--- src/rtl/fetch_stage_pkg.sv ---
// Shared definitions for the fetch stage and the pipeline registers that follow it.
package fetch_stage_pkg;

    // addi x0, x0, 0
    localparam logic [31:0] NOP_INST_DEFAULT = 32'h0000_0013;
    localparam logic [31:0] RESET_PC_DEFAULT = 32'h0000_0000;

    typedef enum logic [1:0] {
        StFetch = 2'd0,
        StWait  = 2'd1,
        StHold  = 2'd2
    } fetch_state_e;

    // Instruction addresses are always word aligned.
    function automatic logic [31:0] align_word(input logic [31:0] addr);
        return {addr[31:2], 2'b00};
    endfunction

endpackage

--- src/rtl/fetch_stage_ifid.sv ---
// Pipeline register between two stages: load, hold and flush with NOP insertion
// whenever the slot is empty. Flush beats load, load beats hold.
module ifid_reg
    import fetch_stage_pkg::*;
#(
    parameter logic [31:0] NOP_INST = NOP_INST_DEFAULT
) (
    input  logic        clk,
    input  logic        rst_n,
    input  logic        load,
    input  logic        hold,
    input  logic        flush,
    input  logic [31:0] load_inst,
    input  logic [31:0] load_pc,
    output logic        valid,
    output logic [31:0] inst,
    output logic [31:0] pc,
    output logic [31:0] pc_plus4
);

    logic        valid_q, valid_d;
    logic [31:0] inst_q, inst_d;
    logic [31:0] pc_q, pc_d;
    logic [31:0] pc_plus4_q, pc_plus4_d;

    // Next slot contents; pc fields are kept when the slot empties.
    always_comb begin
        valid_d    = valid_q;
        inst_d     = inst_q;
        pc_d       = pc_q;
        pc_plus4_d = pc_plus4_q;
        if (flush) begin
            valid_d = 1'b0;
            inst_d  = NOP_INST;
        end else if (load) begin
            valid_d    = 1'b1;
            inst_d     = load_inst;
            pc_d       = load_pc;
            pc_plus4_d = load_pc + 32'd4;
        end else if (!hold) begin
            valid_d = 1'b0;
            inst_d  = NOP_INST;
        end
    end

    // Slot state register.
    always_ff @(posedge clk or negedge rst_n) begin
        if (!rst_n) begin
            valid_q    <= 1'b0;
            inst_q     <= NOP_INST;
            pc_q       <= 32'd0;
            pc_plus4_q <= 32'd4;
        end else begin
            valid_q    <= valid_d;
            inst_q     <= inst_d;
            pc_q       <= pc_d;
            pc_plus4_q <= pc_plus4_d;
        end
    end

    assign valid    = valid_q;
    assign inst     = inst_q;
    assign pc       = pc_q;
    assign pc_plus4 = pc_plus4_q;

endmodule

--- src/rtl/fetch_stage.sv ---
// Instruction fetch: PC, single-outstanding memory request, one-entry hold buffer
// for decode stalls, and redirect handling that drops in-flight responses.
module fetch_stage
    import fetch_stage_pkg::*;
#(
    parameter logic [31:0] RESET_PC = RESET_PC_DEFAULT,
    parameter logic [31:0] NOP_INST = NOP_INST_DEFAULT
) (
    input  logic        clk,
    input  logic        rst_n,
    output logic        imem_req,
    output logic [31:0] imem_addr,
    input  logic        imem_gnt,
    input  logic        imem_rvalid,
    input  logic [31:0] imem_rdata,
    input  logic        id_stall,
    input  logic        redirect_valid,
    input  logic [31:0] redirect_pc,
    output logic        ifid_valid,
    output logic [31:0] ifid_inst,
    output logic [31:0] ifid_pc,
    output logic [31:0] ifid_pc_plus4
);

    fetch_state_e state_q, state_d;
    logic [31:0]  pc_q, pc_d;
    logic [31:0]  fetch_pc_q, fetch_pc_d;
    logic         drop_q, drop_d;
    logic [31:0]  hold_inst_q, hold_inst_d;
    logic [31:0]  hold_pc_q, hold_pc_d;

    logic         ifid_load;
    logic [31:0]  ifid_load_inst;
    logic [31:0]  ifid_load_pc;

    // Next-state, PC and IF/ID load decisions; redirect overrides everything else.
    always_comb begin
        state_d        = state_q;
        pc_d           = pc_q;
        fetch_pc_d     = fetch_pc_q;
        drop_d         = drop_q;
        hold_inst_d    = hold_inst_q;
        hold_pc_d      = hold_pc_q;
        ifid_load      = 1'b0;
        ifid_load_inst = imem_rdata;
        ifid_load_pc   = fetch_pc_q;

        unique case (state_q)
            StFetch: begin
                if (imem_gnt) begin
                    fetch_pc_d = pc_q;
                    state_d    = StWait;
                end
            end
            StWait: begin
                if (imem_rvalid) begin
                    if (drop_q) begin
                        drop_d  = 1'b0;
                        state_d = StFetch;
                    end else if (!id_stall || !ifid_valid) begin
                        ifid_load = 1'b1;
                        pc_d      = fetch_pc_q + 32'd4;
                        state_d   = StFetch;
                    end else begin
                        hold_inst_d = imem_rdata;
                        hold_pc_d   = fetch_pc_q;
                        pc_d        = fetch_pc_q + 32'd4;
                        state_d     = StHold;
                    end
                end
            end
            StHold: begin
                if (!id_stall) begin
                    ifid_load      = 1'b1;
                    ifid_load_inst = hold_inst_q;
                    ifid_load_pc   = hold_pc_q;
                    state_d        = StFetch;
                end
            end
            default: state_d = StFetch;
        endcase

        if (redirect_valid) begin
            pc_d      = align_word(redirect_pc);
            ifid_load = 1'b0;
            case (state_q)
                // A grant this cycle means a response is coming for the old PC.
                StFetch: drop_d = imem_gnt;
                StWait: begin
                    if (imem_rvalid) begin
                        drop_d  = 1'b0;
                        state_d = StFetch;
                    end else begin
                        drop_d = 1'b1;
                    end
                end
                StHold:  state_d = StFetch;
                default: ;
            endcase
        end
    end

    // FSM, PC and hold buffer registers.
    always_ff @(posedge clk or negedge rst_n) begin
        if (!rst_n) begin
            state_q     <= StFetch;
            pc_q        <= RESET_PC;
            fetch_pc_q  <= RESET_PC;
            drop_q      <= 1'b0;
            hold_inst_q <= NOP_INST;
            hold_pc_q   <= 32'd0;
        end else begin
            state_q     <= state_d;
            pc_q        <= pc_d;
            fetch_pc_q  <= fetch_pc_d;
            drop_q      <= drop_d;
            hold_inst_q <= hold_inst_d;
            hold_pc_q   <= hold_pc_d;
        end
    end

    // Request only from the registered state so nothing is issued during reset.
    assign imem_req  = rst_n && (state_q == StFetch);
    assign imem_addr = pc_q;

    ifid_reg #(
        .NOP_INST (NOP_INST)
    ) u_ifid_reg (
        .clk       (clk),
        .rst_n     (rst_n),
        .load      (ifid_load),
        .hold      (id_stall),
        .flush     (redirect_valid),
        .load_inst (ifid_load_inst),
        .load_pc   (ifid_load_pc),
        .valid     (ifid_valid),
        .inst      (ifid_inst),
        .pc        (ifid_pc),
        .pc_plus4  (ifid_pc_plus4)
    );

endmodule

--- config.mk ---
export PLATFORM = sky130hd
export DESIGN_NAME = fetch_stage
export DESIGN_NICKNAME = d
export VERILOG_FILES = /design/src/rtl/fetch_stage_pkg.sv /design/src/rtl/fetch_stage_ifid.sv /design/src/rtl/fetch_stage.sv
export SDC_FILE = /design/constraint.sdc
export NUM_CORES = 1
export LEC_CHECK = 0
export ABC_AREA = 1
export CORE_MARGIN = 2
export CORE_UTILIZATION = 53
export CTS_BUF_LIST = sky130_fd_sc_hd__clkbuf_16
export CTS_CLUSTER_DIAMETER = 60
export DETAILED_ROUTE_END_ITERATION = 7
export PLACE_DENSITY = 0.81
export SYNTH_ARGS = -nofsm -noshare
export SYNTH_HDL_FRONTEND = slang
export SYNTH_SLANG_ARGS = --single-unit
export TNS_END_PERCENT = 10
--- constraint.sdc ---
create_clock -name clk -period 5 [get_ports clk]
set_input_delay 1.5 -clock clk [delete_from_list [all_inputs] [get_ports clk]]
set_output_delay 1.5 -clock clk [all_outputs]
set_load 0.05 [all_outputs]
==> parameters.txt, run 1 <==
Parameter                              Value

Synth
  Distinct cells, synth    42
  Most used DFF post-synth    dfrtp_1
  Simple-gate share of the synthesized area    0.270
  Cell count after synthesis    1395
  Dominant combinational cell family by area after synthesis    simple AND/OR/NAND/NOR gates
  Library cell occupying the most area in the post-synthesis netlist    dfrtp_1
  Share of Yosys cell area claimed by the top area cell type    0.498
  Number of enable-type register cells in the synthesized netlist    0
  Synthesized-area fraction occupied by ao, oa, aoi and oai cells    0.117
  Share of the yosys chip area belonging to registers    0.515
  Mean instance size in the synthesized netlist    7.89 µm²
  Number of synthesized register bits    ~230
  Synthesized cell area    ~11000 µm²
  Yosys synthesis warning count    0
  Xor-xnor portion of the synthesized cell area    0.0119
  Top cells by instance count after synthesis    435 x nand2_1, 219 x dfrtp_1, 147 x inv_1, 134 x o21ai_0, 103 x nor2_1
  Share of synthesized area spent on multiplexers    0
  Share of async-settable or async-resettable flops after synthesis    1.00
  Post-Synthesis Net Count    roughly 1500
  Biggest area contributors in the synthesized netlist    dfrtp_1 50%, nand2_1 15%, o21ai_0 6.1%
  Dominant cell by count in the synthesized netlist    nand2_1
  Adder-cell share of the synthesized area    0.00682

Clocking
  Clock buffer count from CTS    24
  Post-CTS Repair Setup Buffers    0
  CTS-repair resized insts    0
  Maximum clock insertion buffer count    3
  Number of levels the H-tree was split into    1
  Clock latency at the later pin of the worst-skew pair    between 0.5 and 0.6 ns
  Clock tree sinks    226
  Clock tree root buffer cell    clkbuf_16
  Worst-path clk slew    approximately 0.07 ns
  CTS Hold Bufs    0
  TritonCTS clock tree    yes

Placed design
  DP Wirelength    approximately 20000 µm
  IO buf count    a little under 200
  Inst Count DP    1814
  Placer congestion estimate    0.956
  Placed Instance Area    roughly 13000 µm²
  Post-Place Setup Slack    0.535 ns

Critical path
  Crit-path max cell delay    ~0.64 ns
  Worst R2R Path Depth    15
  Data required time at the worst endpoint    5.39 ns
  Critical path class    input port to register
  Crit start category    input port
  CP Capture Type    register
  Gate family responsible for the most delay along the worst path    simple AND/OR/NAND/NOR gates
  CP Depth    14
  Slowest cell on crit path    clkdlybuf4s50_1
  Crit path DAT    4.32 ns
  Cells along the critical path    clkdlybuf4s50_1 > inv_2 > nand2_4 > buf_4 > nand2_1 > nand2_1 > ha_1 > nand2_1 > nor2_2 > nand2_2 > nor2_8 > nand3_1 > nand3_1 > nand3_1
  Maximum fanout encountered on the critical timing path    37
  Crit path buffers/inverters    3

Worst hold path
  Hold depth    2
  Path class of the lowest-slack min-delay path    register to register

Detailed routing
  Post-detailed-route wirelength per cell    about 16 µm
  Detail Route Antenna Nets    0
  Violation count after the first detailed-route iteration    roughly 900
  Via count    9964
  DR vias/cell    5.36
  Final routed DRC violation total    0
  Wire length after detailed routing    approximately 30000 µm
  Total iterations of the first detailed-routing run    5

Global route
  Total congestion overflow    0
  GR met3 Demand/Resource    0.0387
  Top Usage Layer GRT    met2
  GR Util met2    0.411
  Global-route wire length before repair    between 40000 and 50000 µm
  Initial antenna violation count    0
  Routing usage on met1    0.403
  Vias in the first global route    ~9500
  Pin count of the biggest net entering global routing    between 100 and 150
  Gr usage total    0.268

Final layout
  Count of inserted antenna diode cells    0
  Share of cells above drive strength 1    0.0655
  Layout Cells excl Fill    1858
  Relative area change from synthesis to final layout    27.0%
  Utilization after layout    0.689
  Design Area, Final    between 10000 and 15000 µm²
  Count of filler cells inserted in the layout    roughly 1600
  Number of nets in the layout    approximately 1600

Pwr
  Peak supply drop    292 µV
  LEAKAGE    6.39 nW
  Total power after layout    between 8 and 9 mW
  Power density over the cells    582 nW/µm²

Timing
  Measured slew at the worst slew-check pin    between 0.9 and 1 ns
  Final worst hold slack    0.464 ns
  Share of the cycle needed by the critical path after routing    0.786
  Total negative slack    0 ns
  Clock skew after layout    about 0.012 ns
  Unrepaired setup endpoints after global routing    false
  Upper clock frequency limit    about 0.25 GHz
  Worst slew margin relative to its limit    0.335
  Max-slew violation total from the final report    0
  Min cycle time layout    3.93 ns
  Setup slack after layout    approximately 1.1 ns
  Hold Violations, Final    0
  Final setup violation count    0

Floorplanning
  Core area    approximately 20000 µm²
  Number of primary I/O pins    200
  Starting Density    0.542
  Die Span Y    148 µm
  Total Die Area    ~22000 µm²
  Die width    148 µm
  Site row count    52

Run status
  Outcome    complete, no violations

Job
  Number of max-cap violations    0
-- flip-flops by register name, summed over array words and instances (netlist names) --
register,flops
u_ifid_reg.inst,32
state_q,2
fetch_pc_q,32
hold_pc_q,32
drop_q,1
u_ifid_reg.pc,32
hold_inst_q,32
imem_addr,32
u_ifid_reg.valid,1
u_ifid_reg.pc_plus4,30
-- cell usage in the layout (no fill, tap or decap), types with 18 or more instances in the layout --
master           count
dfrtp_1            219
o21ai_0            134
nand3_1             97
nor2_1             102
nand2_1            433
clkdlybuf4s50_1    195
nor3_1              18
o22ai_1             30
inv_1              153
a21oi_1             27
clkbuf_16           25
-- power breakdown --
group | internal, mW | switching (mW)
Clock | 1.06 | 0.733
Sequential | 2.41 | 0.473
Combinational | 1.08 | 2.38
-- area by class of cell --
class                           instances  area (µm²)  share of cell area
Clock buffer                           25         626              0.0448
Tap cell                              270         338              0.0242
Clock inverter                         19         164              0.0117
Inverter                              153         574              0.0411
Sequential cell                       226        5660               0.405
Timing Repair Buffer                  214        2130               0.152
Multi-Input combinational cell        951        4490               0.321
-- kinds of logic (layout without fill, tap and decap cells) --
group / Yosys count / after routing
AO/OA/AOI/OAI: 230 / 230
XOR/XNOR: 15 / 15
adder cells (fa/ha/maj): 6 / 6
buffers and inverters: 218 / 411
flip-flops: 226 / 226
AND/OR/NAND/NOR: 700 / 700
-- worst min-delay path, cell delays in order (launching register included) --
cell     delay, ns
dfstp_2       0.37
nand2_1       0.05
nand2_1       0.04
-- metal layers --
| metal | vias to the layer above | share of wire |
|---|---|---|
| met5 | - | 0 |
| met4 | 0 | 0.023 |
| met3 | 54 | 0.078 |
| met2 | 401 | 0.45 |
| met1 | 4687 | 0.45 |
| li1 | 4822 | - |
-- worst paths after layout --
check / start / to / slack [ns]
worst max-delay path: id_stall / u_ifid_reg.pc_plus4[26] / 1.07
worst min-delay path: hold_inst_q[0] / hold_inst_q[0] / 0.46
worst max register to register: state_q[0] / u_ifid_reg.pc_plus4[26] / 2.10
worst min register to register: hold_inst_q[0] / hold_inst_q[0] / 0.46
max in group asynchronous: rst_n / u_ifid_reg.inst[26] / 2.18
min in group asynchronous: rst_n / hold_inst_q[2] / 1.23
No activity file was read; power rests on OpenSTA's default activity.
==> run 2: changes to the inputs <==
- clock period: 5 -> 4 ns (I/O delays scaled with it)
==> run 2 against run 1 <==
  * Critical endpoint is now u_ifid_reg.pc_plus4[24]
  * Setup slack got worse by 0.20 ns
  * Global-route usage down 0.66 points
  * Power increased by 24%
  * Core utilization down 0.055 points
  * Die area is the same
  * Final cell count rose by 0.11%
  * Clock power rose by 18%
  * Register-to-register slack got worse by 0.67 ns
  * Critical path type unchanged
  * Largest power group unchanged
  * Design area is essentially flat
  * First-iteration DRC count is 6.3% lower
==> parameters.txt, run 2 (same netlist as run 1, synthesis figures left out) <==
Parameter                              Value

Critical path
  R2R Path Start    state_q[0] (unchanged)
  Crit start category    input port (unchanged)
  Worst R2R Path Depth    16 (was 15)
  RR Endpoint    u_ifid_reg.pc_plus4[25] (was u_ifid_reg.pc_plus4[26])
  Data required time at the worst endpoint    4.41 ns (was 5.39 ns)
  Crit path DAT    3.53 ns (was 4.32 ns)
  Maximum fanout encountered on the critical timing path    14 (was 37)
  Setup slack, reg-to-reg    1.43 ns (was 2.10 ns)
  CP Capture Type    register (unchanged)
  Critical path class    input port to register (unchanged)

Worst hold path
  Worst min-delay path endpoint    hold_inst_q[0] (unchanged)
  Path class of the lowest-slack min-delay path    register to register (unchanged)
  Hold depth    2 (unchanged)
  Hold_sp    hold_inst_q[0] (unchanged)

Run status
  Outcome    complete, no violations (unchanged)

Global route
  Total congestion overflow    0 (unchanged)
  Vias in the first global route    9351 (was 9480)
  Gr usage total    0.262 (was 0.268)
  Pin count of the biggest net entering global routing    86 (was 107)
  Global-route wire length before repair    47300 µm (was 48000 µm)
  Initial antenna violation count    0 (unchanged)

Placed design
  DP Wirelength    20000 µm (about the same)
  Inst Count DP    1816 (was 1814)
  Placed Instance Area    13200 µm² (about the same)
  IO buf count    197 (unchanged)
  Placer congestion estimate    0.929 (was 0.956)
  Post-Place Setup Slack    0.386 ns (was 0.535 ns)

Pwr
  Peak supply drop    398 µV (was 292 µV)
  Total power after layout    10.1 mW (was 8.13 mW)
  LEAKAGE    6.38 nW (was 6.39 nW)
  Power density over the cells    720 nW/µm² (was 582 nW/µm²)

Timing
  Worst slew margin relative to its limit    0.316 (was 0.335)
  Min cycle time layout    ~3.1 ns
  Setup slack after layout    0.876 ns (was 1.07 ns)
  Clock skew after layout    0.0114 ns (was 0.0123 ns)
  Total negative slack    0 ns (unchanged)
  Measured slew at the worst slew-check pin    1.03 ns (was 0.998 ns)
  Upper clock frequency limit    0.320 GHz
  Hold Violations, Final    0 (unchanged)
  Final worst hold slack    0.465 ns (was 0.464 ns)
  Share of the cycle needed by the critical path after routing    0.781
  Unrepaired setup endpoints after global routing    false (unchanged)
  Final setup violation count    0 (unchanged)
  Max-slew violation total from the final report    0 (unchanged)

Detailed routing
  Final routed DRC violation total    0 (unchanged)
  DR vias/cell    5.37 (was 5.36)
  Via count    9988 (was 9964)
  Wire length after detailed routing    28800 µm (was 29200 µm)
  Violation count after the first detailed-route iteration    845 (was 902)
  Detail Route Antenna Nets    0 (unchanged)
  Total iterations of the first detailed-routing run    5 (unchanged)
  Post-detailed-route wirelength per cell    15.5 µm (was 15.7 µm)

Final layout
  Layout Cells excl Fill    1860 (was 1858)
  Most common cell after layout, fill and taps aside    nand2_1 (unchanged)
  Number of nets in the layout    1648 (was 1646)
  Storage element area    5660 µm² (unchanged)
  Design Area, Final    14000 µm² (about the same)
  Relative area change from synthesis to final layout    26.9% (was 27.0%)
  Top library cells by usage in the layout, fill and taps aside    433 x nand2_1, 219 x dfrtp_1, 195 x clkdlybuf4s50_1 (unchanged)
  Utilization after layout    0.688 (was 0.689)
  Count of filler cells inserted in the layout    1625 (was 1634)
  Count of inserted antenna diode cells    0 (unchanged)
  Share of cells above drive strength 1    0.0660 (was 0.0655)
  Multi-input logic area    4490 µm² (unchanged)

Floorplanning
  Die width    148 µm (unchanged)
  Site row count    52 (unchanged)
  Die Span Y    148 µm (unchanged)
  Core area    20300 µm² (unchanged)
  Number of primary I/O pins    200 (unchanged)
  Starting Density    0.542 (unchanged)
  Total Die Area    21900 µm² (unchanged)

Clocking
  Clock tree root buffer cell    clkbuf_16 (unchanged)
  CTS-repair resized insts    0 (unchanged)
  Clock tree sinks    226 (unchanged)
  Worst-path clk slew    0.06 ns (was 0.07 ns)
  Clock latency at the later pin of the worst-skew pair    0.52 ns (about the same)
  Maximum clock insertion buffer count    3 (unchanged)
  TritonCTS clock tree    yes (unchanged)
  Clock buffer count from CTS    24 (unchanged)
  CTS Hold Bufs    0 (unchanged)
  Number of levels the H-tree was split into    1 (unchanged)
  Post-CTS Repair Setup Buffers    0 (unchanged)

Job
  Number of max-cap violations    0 (unchanged)
run 2: worst max-delay path by stage:
| stage | end | depth (start not counted) | slack (ns) | startpoint |
|---|---|---|---|---|
| floorplan | u_ifid_reg.pc_plus4[24] | 14 | 1.17 | id_stall |
| finish | u_ifid_reg.pc_plus4[24] | 14 | 0.88 | id_stall |
| global route | u_ifid_reg.pc_plus4[30] | 15 | 0.69 | id_stall |
| detailed placement | u_ifid_reg.pc_plus4[30] | 15 | 0.39 | id_stall |
| CTS | u_ifid_reg.pc_plus4[30] | 15 | 0.92 | id_stall |
| global placement | u_ifid_reg.pc_plus4[30] | 15 | 0.41 | id_stall |
run 2: worst max-delay path, cell delays in order:
cell             delay [ns]
clkdlybuf4s50_1        0.55
inv_2                  0.14
nand2_4                0.13
o21ai_1                0.43
inv_1                  0.12
ha_1                   0.23
nand2_1                0.12
nor2_2                 0.06
nand2_2                0.20
nor2_8                 0.09
nand3b_1               0.11
nand2_1                0.05
nand2_1                0.05
nand2_1                0.04
run 2: metal layers:
layer | wire length, µm | GRT usage | part of all wire
met1 | 13400 | 0.403 | 0.47
met2 | 12800 | 0.393 | 0.44
met3 | 1980 | 0.0344 | 0.069
met4 | 633 | 0.0690 | 0.022
met5 | 0 | 0 | 0
run 2: cell type report:
cell class / count / area share
Clock buffer: 25 / 0.0448
Clock inverter: 19 / 0.00896
Inverter: 153 / 0.0411
Multi-Input combinational cell: 951 / 0.321
Sequential cell: 226 / 0.406
Tap cell: 270 / 0.0242
Timing Repair Buffer: 216 / 0.154
run 2: power breakdown:
part           switching, mW  leakage (nW)  internal [mW]
logic                   2.99          3.27           1.35
registers              0.592          2.73           3.01
clock network          0.913         0.379           1.20
total                   4.49          6.38           5.56
